$ cat config.mk
export PLATFORM = sky130hd
export DESIGN_NAME = uart_tx_fifo_flat
export DESIGN_NICKNAME = d
export VERILOG_FILES = /design/src/rtl/uart_tx_fifo_if.sv /design/src/rtl/uart_tx_fifo.sv /design/src/flat_wrapper.sv
export SDC_FILE = /design/constraint.sdc
export NUM_CORES = 1
export LEC_CHECK = 0
export BUFFER_PORTS_ARGS = -buffer_cell sky130_fd_sc_hd__buf_2
export CAP_MARGIN = 20
export CORE_MARGIN = 2
export CORE_UTILIZATION = 60
export DETAILED_ROUTE_END_ITERATION = 6
export HOLD_SLACK_MARGIN = 0.12
export PLACE_DENSITY = 0.78
export SLEW_MARGIN = 20
export SYNTH_ARGS = -nofsm -noshare
export SYNTH_HDL_FRONTEND = slang
export SYNTH_SLANG_ARGS = --single-unit
$ cat constraint.sdc
create_clock -name clk -period 5.46 [get_ports clk]
set_input_delay 0.273 -clock clk [delete_from_list [all_inputs] [get_ports clk]]
set_output_delay 0.273 -clock clk [all_outputs]
set_load 0.05 [all_outputs]
$ cat src/rtl/uart_tx_fifo_if.sv
// uart_tx_fifo_if: write-side and TX-stage signals of the UART transmit byte FIFO
interface uart_tx_fifo_if #(parameter int ADDR_W = 4);
  logic              i_Wr_DV;
  logic [7:0]        i_Wr_Byte;
  logic              o_Full;
  logic              o_Empty;
  logic [ADDR_W:0]   o_Count;
  logic              o_Overflow;
  logic              o_Tx_DV;
  logic [7:0]        o_Tx_Byte;
  logic              i_Tx_Active;
  logic              i_Tx_Done;
  modport slave (
    input  i_Wr_DV, i_Wr_Byte, i_Tx_Active, i_Tx_Done,
    output o_Full, o_Empty, o_Count, o_Overflow, o_Tx_DV, o_Tx_Byte
  );
  modport master (
    output i_Wr_DV, i_Wr_Byte, i_Tx_Active, i_Tx_Done,
    input  o_Full, o_Empty, o_Count, o_Overflow, o_Tx_DV, o_Tx_Byte
  );
endinterface

$ cat src/rtl/uart_tx_fifo.sv
// uart_tx_fifo: 16-deep byte FIFO that launches bytes one at a time into the UART TX stage
module uart_tx_fifo #(
  parameter int DEPTH  = 16,
  parameter int ADDR_W = 4
) (
  input logic           clk,
  input logic           i_Rst_n,
  uart_tx_fifo_if.slave bus
);
  typedef enum logic [1:0] {IDLE, LAUNCH, BUSY} state_t;
  localparam logic [ADDR_W-1:0] PTR_ONE = 1;
  localparam logic [ADDR_W:0]   CNT_ONE = 1;
  localparam logic [ADDR_W:0]   CNT_FULL = (ADDR_W+1)'(DEPTH);
  state_t            state_q;
  logic [7:0]        mem_q [DEPTH];
  logic [ADDR_W-1:0] wr_q, wr_d, rd_q, rd_d;
  logic [ADDR_W:0]   count_q, count_d;
  logic              ovf_q, dv_q;
  logic [7:0]        byte_q;
  logic              full, empty, wr_ok, pop;
  // Full is judged before any same-cycle pop, so a pop never rescues a write at full
  assign full  = count_q == CNT_FULL;
  assign empty = count_q == '0;
  assign wr_ok = bus.i_Wr_DV && !full;
  assign pop   = state_q == IDLE && !empty && !bus.i_Tx_Active;
  always_comb begin
    wr_d    = wr_ok ? wr_q + PTR_ONE : wr_q;
    rd_d    = pop ? rd_q + PTR_ONE : rd_q;
    count_d = (wr_ok && !pop) ? count_q + CNT_ONE :
              (pop && !wr_ok) ? count_q - CNT_ONE : count_q;
  end
  always_ff @(posedge clk)
    if (wr_ok) mem_q[wr_q] <= bus.i_Wr_Byte;
  always_ff @(posedge clk or negedge i_Rst_n)
    if (!i_Rst_n) begin
      wr_q    <= '0;
      rd_q    <= '0;
      count_q <= '0;
      ovf_q   <= 1'b0;
    end else begin
      wr_q    <= wr_d;
      rd_q    <= rd_d;
      count_q <= count_d;
      ovf_q   <= bus.i_Wr_DV && full;
    end
  always_ff @(posedge clk or negedge i_Rst_n)
    if (!i_Rst_n) begin
      state_q <= IDLE;
      dv_q    <= 1'b0;
      byte_q  <= 8'h00;
    end else begin
      case (state_q)
        IDLE: if (pop) begin
          state_q <= LAUNCH;
          dv_q    <= 1'b1;
          byte_q  <= mem_q[rd_q];
        end
        LAUNCH: begin
          state_q <= BUSY;
          dv_q    <= 1'b0;
        end
        BUSY:    state_q <= bus.i_Tx_Done ? IDLE : BUSY;
        default: state_q <= IDLE;
      endcase
    end
  assign bus.o_Full     = full;
  assign bus.o_Empty    = empty;
  assign bus.o_Count    = count_q;
  assign bus.o_Overflow = ovf_q;
  assign bus.o_Tx_DV    = dv_q;
  assign bus.o_Tx_Byte  = byte_q;
endmodule

$ cat src/flat_wrapper.sv
// flat-port wrapper written by rule: the top's interface ports become plain ports
module uart_tx_fifo_flat 
#(
  parameter int DEPTH  = 16,
  parameter int ADDR_W = 4
)
  (clk, i_Rst_n, bus_i_Wr_DV, bus_i_Wr_Byte, bus_i_Tx_Active, bus_i_Tx_Done, bus_o_Full, bus_o_Empty, bus_o_Count, bus_o_Overflow, bus_o_Tx_DV, bus_o_Tx_Byte);
  uart_tx_fifo_if #(.ADDR_W(ADDR_W)) bus_i ();
  input logic clk;
  input logic i_Rst_n;
  input wire logic [$bits(bus_i.i_Wr_DV)-1:0] bus_i_Wr_DV;
  input wire logic [$bits(bus_i.i_Wr_Byte)-1:0] bus_i_Wr_Byte;
  input wire logic [$bits(bus_i.i_Tx_Active)-1:0] bus_i_Tx_Active;
  input wire logic [$bits(bus_i.i_Tx_Done)-1:0] bus_i_Tx_Done;
  output wire logic [$bits(bus_i.o_Full)-1:0] bus_o_Full;
  output wire logic [$bits(bus_i.o_Empty)-1:0] bus_o_Empty;
  output wire logic [$bits(bus_i.o_Count)-1:0] bus_o_Count;
  output wire logic [$bits(bus_i.o_Overflow)-1:0] bus_o_Overflow;
  output wire logic [$bits(bus_i.o_Tx_DV)-1:0] bus_o_Tx_DV;
  output wire logic [$bits(bus_i.o_Tx_Byte)-1:0] bus_o_Tx_Byte;
  assign bus_i.i_Wr_DV = bus_i_Wr_DV;
  assign bus_i.i_Wr_Byte = bus_i_Wr_Byte;
  assign bus_i.i_Tx_Active = bus_i_Tx_Active;
  assign bus_i.i_Tx_Done = bus_i_Tx_Done;
  assign bus_o_Full = bus_i.o_Full;
  assign bus_o_Empty = bus_i.o_Empty;
  assign bus_o_Count = bus_i.o_Count;
  assign bus_o_Overflow = bus_i.o_Overflow;
  assign bus_o_Tx_DV = bus_i.o_Tx_DV;
  assign bus_o_Tx_Byte = bus_i.o_Tx_Byte;
  uart_tx_fifo #(.DEPTH(DEPTH), .ADDR_W(ADDR_W)) u_core (.clk(clk), .i_Rst_n(i_Rst_n), .bus(bus_i));
endmodule
==> flow_summary_export.csv <==
group,metric,value,unit
run_status,outcome,"finished clean",
cells_and_area,drive_gt1_share,27.57,%
cells_and_area,diodes,0,
global_route,grt_usage,22.43,%
timing,rsz0062_at_grt,"no",
job,maxCapViolCount,0,
cells_and_area,fin_area,0.007087,mm^2
clock_tree,htree_levels,4,
timing,hold_ws,0.1399,ns
routing,postRouteAntennaNets,0,
timing,max_freq,357.8,MHz
routing,vias_per_cell,6.042,
cells_and_area,final_util,69.58,%
timing,hold_viol,0,
cells_and_area,nFillCells,617,
yosys,seq_area_frac_synth,71.76,%
clock_tree,clk_latency,0.52,ns
clock_tree,clockBufferDepth,2,
power_and_ir_drop,power_density,564.6,mW/mm^2
worst_setup_path,startpoint_type,"register",
min_path,hold_path_class,"primary input to register",
power_and_ir_drop,ir_worst_vdd,0.4545,mV
timing,tightest_slew,0.9127,ns
routing,vias,3057,
floorplan,fp.dieW,105.9,um
yosys,synth-seq-cells,153,
yosys,syn_inst,316,
routing,drt-initial-drc-count,342,
placed_design,dp.final_hpwl,6.669,mm
timing,post-route-period-util,51.19,%
cells_and_area,areaGrowthSynthToFinish,13.78,%
floorplan,num_rows,37,
clock_tree,cts_tree,"done",
yosys,synth_cell_type_count,35,
placed_design,numPlacedInstances,471,
global_route,grt_pass1_vias,3115,
cells_and_area,nNetsFinal,380,
clock_tree,clkTransAtPathRegs,0.06,ns
routing,drcViolationCount,0,
timing,setup_viol,0,
placed_design,gp_congestion,0.7772,
worst_setup_path,end_kind,"register",
global_route,grt_max_degree,35,
power_and_ir_drop,p_leak,2.515,nW
placed_design,place_area,0.006464,mm^2
routing,finalWirelength,11.29,mm
power_and_ir_drop,total_power,4.001,mW
timing,finalClockSkew,0.007828,ns
floorplan,io_pins,30,
cells_and_area,stdcell_count,506,
yosys,synthesis.area,0.006228,mm^2
placed_design,io_buffers,29,
global_route,grt_overflow,0,
global_route,grt_pass1_wl,17.66,mm
timing,finalSetupTns,0,ns
cells_and_area,multi_input_area,0.001610,mm^2
routing,wl_per_cell,22.32,um
timing,maxSlewViolCount,0,
routing,drt-pass1-iter-count,4,
clock_tree,cts_root_buf,"clkbuf_8",
clock_tree,cts_buffers,17,
timing,fin_crit,2.795,ns
timing,setup_ws,2.665,ns
worst_setup_path,cp.required,5.91,ns
floorplan,die-area,0.01121,mm^2
yosys,synth_nets,339,
yosys,syn_area_per_cell,19.71,um^2
worst_setup_path,critPathArrivalTime,3.25,ns
worst_setup_path,critical_path.max_fanout,23,
worst_setup_path,worst-setup-path-type,"register to register",
cells_and_area,area.sequential,0.004471,mm^2
placed_design,place_ws,2.656,ns
global_route,antenna_found_initial,0,
floorplan,fp.dieH,105.9,um
yosys,yosys_warnings,0,
floorplan,start_util,61.15,%
floorplan,coreArea,0.01018,mm^2
timing,slew_headroom,38.93,%
clock_tree,cts_sinks,153,
-- layer usage --
| layer | share of wire (%) | routed length (um) | global-route usage (%) | vias up |
|---|---|---|---|---|
| met3 | 5.9 | 662 | 5.937 | 22 |
| met4 | 2.6 | 295 | 11.18 | 0 |
| li1 | - | - | - | 1353 |
| met1 | 44 | 4913 | 31.16 | 1556 |
| met5 | 0 | 0 | 0 | - |
| met2 | 48 | 5422 | 33.41 | 126 |
-- Yosys cell counts --
master / instances / share of area (%)
buf_8: 1 / 0.24
and3_1: 1 / 0.10
or2_2: 1 / 0.10
xnor2_1: 8 / 1.1
buf_12: 1 / 0.32
and2b_1: 1 / 0.12
o22ai_1: 8 / 0.80
nand4_1: 2 / 0.20
nor2_1: 21 / 1.3
a21oi_1: 2 / 0.16
buf_6: 5 / 0.90
mux4_1: 13 / 5.5
ha_1: 9 / 1.8
buf_2: 4 / 0.32
a221oi_2: 8 / 1.9
nor3_1: 4 / 0.32
mux2i_1: 9 / 1.4
mux2_2: 2 / 0.36
nor2_2: 3 / 0.30
nand2b_1: 4 / 0.40
a21boi_2: 1 / 0.18
inv_1: 4 / 0.24
a2111oi_4: 1 / 0.44
nand2_1: 13 / 0.78
mux4_2: 19 / 6.9
a21o_1: 2 / 0.24
clkbuf_1: 3 / 0.18
xor2_1: 2 / 0.28
nor3_4: 1 / 0.26
and2_1: 3 / 0.30
fa_1: 1 / 0.32
dfrtp_1: 25 / 10
o21ai_0: 3 / 0.24
buf_1: 3 / 0.18
edfxtp_1: 128 / 62
-- timing repair --
action                    CTS  global route
resized for setup           0             0
hold endpoints to repair   27             0
buffers inserted            0             0
hold buffers                3             0
-- final timing paths --
check | start | endpoint | slack [ns] | cells past startpoint
max in group asynchronous | i_Rst_n | u_core.rd_q[2]$_DFFE_PN0P_ | 4.76 | 2
max | u_core.bus.o_Count[0]$_DFFE_PN0P_ | u_core.bus.o_Count[4]$_DFFE_PN0P_ | 2.67 | 11
min in group asynchronous | i_Rst_n | u_core.wr_q[0]$_DFFE_PN0P_ | 0.28 | 2
min | bus_i_Wr_Byte[2] | u_core.mem_q[10][2]$_DFFE_PP_ | 0.14 | 1
max reg2reg | u_core.bus.o_Count[0]$_DFFE_PN0P_ | u_core.bus.o_Count[4]$_DFFE_PN0P_ | 2.67 | 11
min reg2reg | u_core.bus.o_Tx_DV$_DFFE_PN0P_ | u_core.bus.o_Tx_DV$_DFFE_PN0P_ | 0.48 | 2
-- placed cells by master (no fill, tap or decap), types with 2 or more instances in the layout --
cell type,count
buf_4,7
nor2_1,21
nand2b_1,4
mux4_1,13
xnor2_1,8
ha_1,9
mux2i_1,9
edfxtp_1,128
inv_1,4
clkbuf_16,19
mux2_2,2
a21o_1,2
nor2_2,3
clkbuf_1,3
a21oi_1,2
nand4_1,2
dfrtp_1,24
nor3_1,4
o21ai_0,3
dlygate4sd3_1,3
a221oi_2,8
nand2_1,13
xor2_1,2
buf_2,29
mux4_2,19
clkinv_2,2
and2_1,3
o22ai_1,8
clkbuf_8,6
-- power breakdown --
part / total [mW] / internal [mW] / switching, mW / leakage (nW)
clock network: 1.13 / 0.701 / 0.426 / 0.293
logic: 1.27 / 0.511 / 0.761 / 0.775
registers: 1.60 / 1.46 / 0.141 / 1.45
-- logic make-up after synthesis --
family,after synthesis,share of synthesized area (%)
compound gates,25,3.998
xor+xnor,10,1.406
fa+ha+maj,10,2.129
buf+inv,21,2.390
flops,153,71.76
mux,43,14.16
simple gates,54,4.159
-- critical path, cell delays in order (launching register included) --
cell and delay, ns:
dfrtp_1 0.48, nor2_2 0.08, a2111oi_4 0.33, buf_4 0.34, inv_1 0.10, ha_1 0.22
inv_1 0.16, ha_1 0.30, a21o_1 0.17, a21oi_1 0.17, mux2i_1 0.23, xnor2_1 0.13
-- sequential cells by signal, summed over array words and instances, names as in the netlist --
signal	flops
u_core.mem_q	128
u_core.bus.o_Tx_Byte	8
u_core.bus.o_Count	5
u_core.rd_q	4
u_core.wr_q	4
u_core.state_q	2
u_core.bus.o_Overflow	1
u_core.bus.o_Tx_DV	1
-- final cells by class --
class	instances	area share [%]
Inverter	4	0.2119
Clock inverter	4	0.3355
Clock buffer	28	8.033
Tap cell	136	2.401
Multi-Input combinational cell	142	22.72
Sequential cell	153	63.08
Timing Repair Buffer	39	3.213
Power figures use the tool's default switching activity.
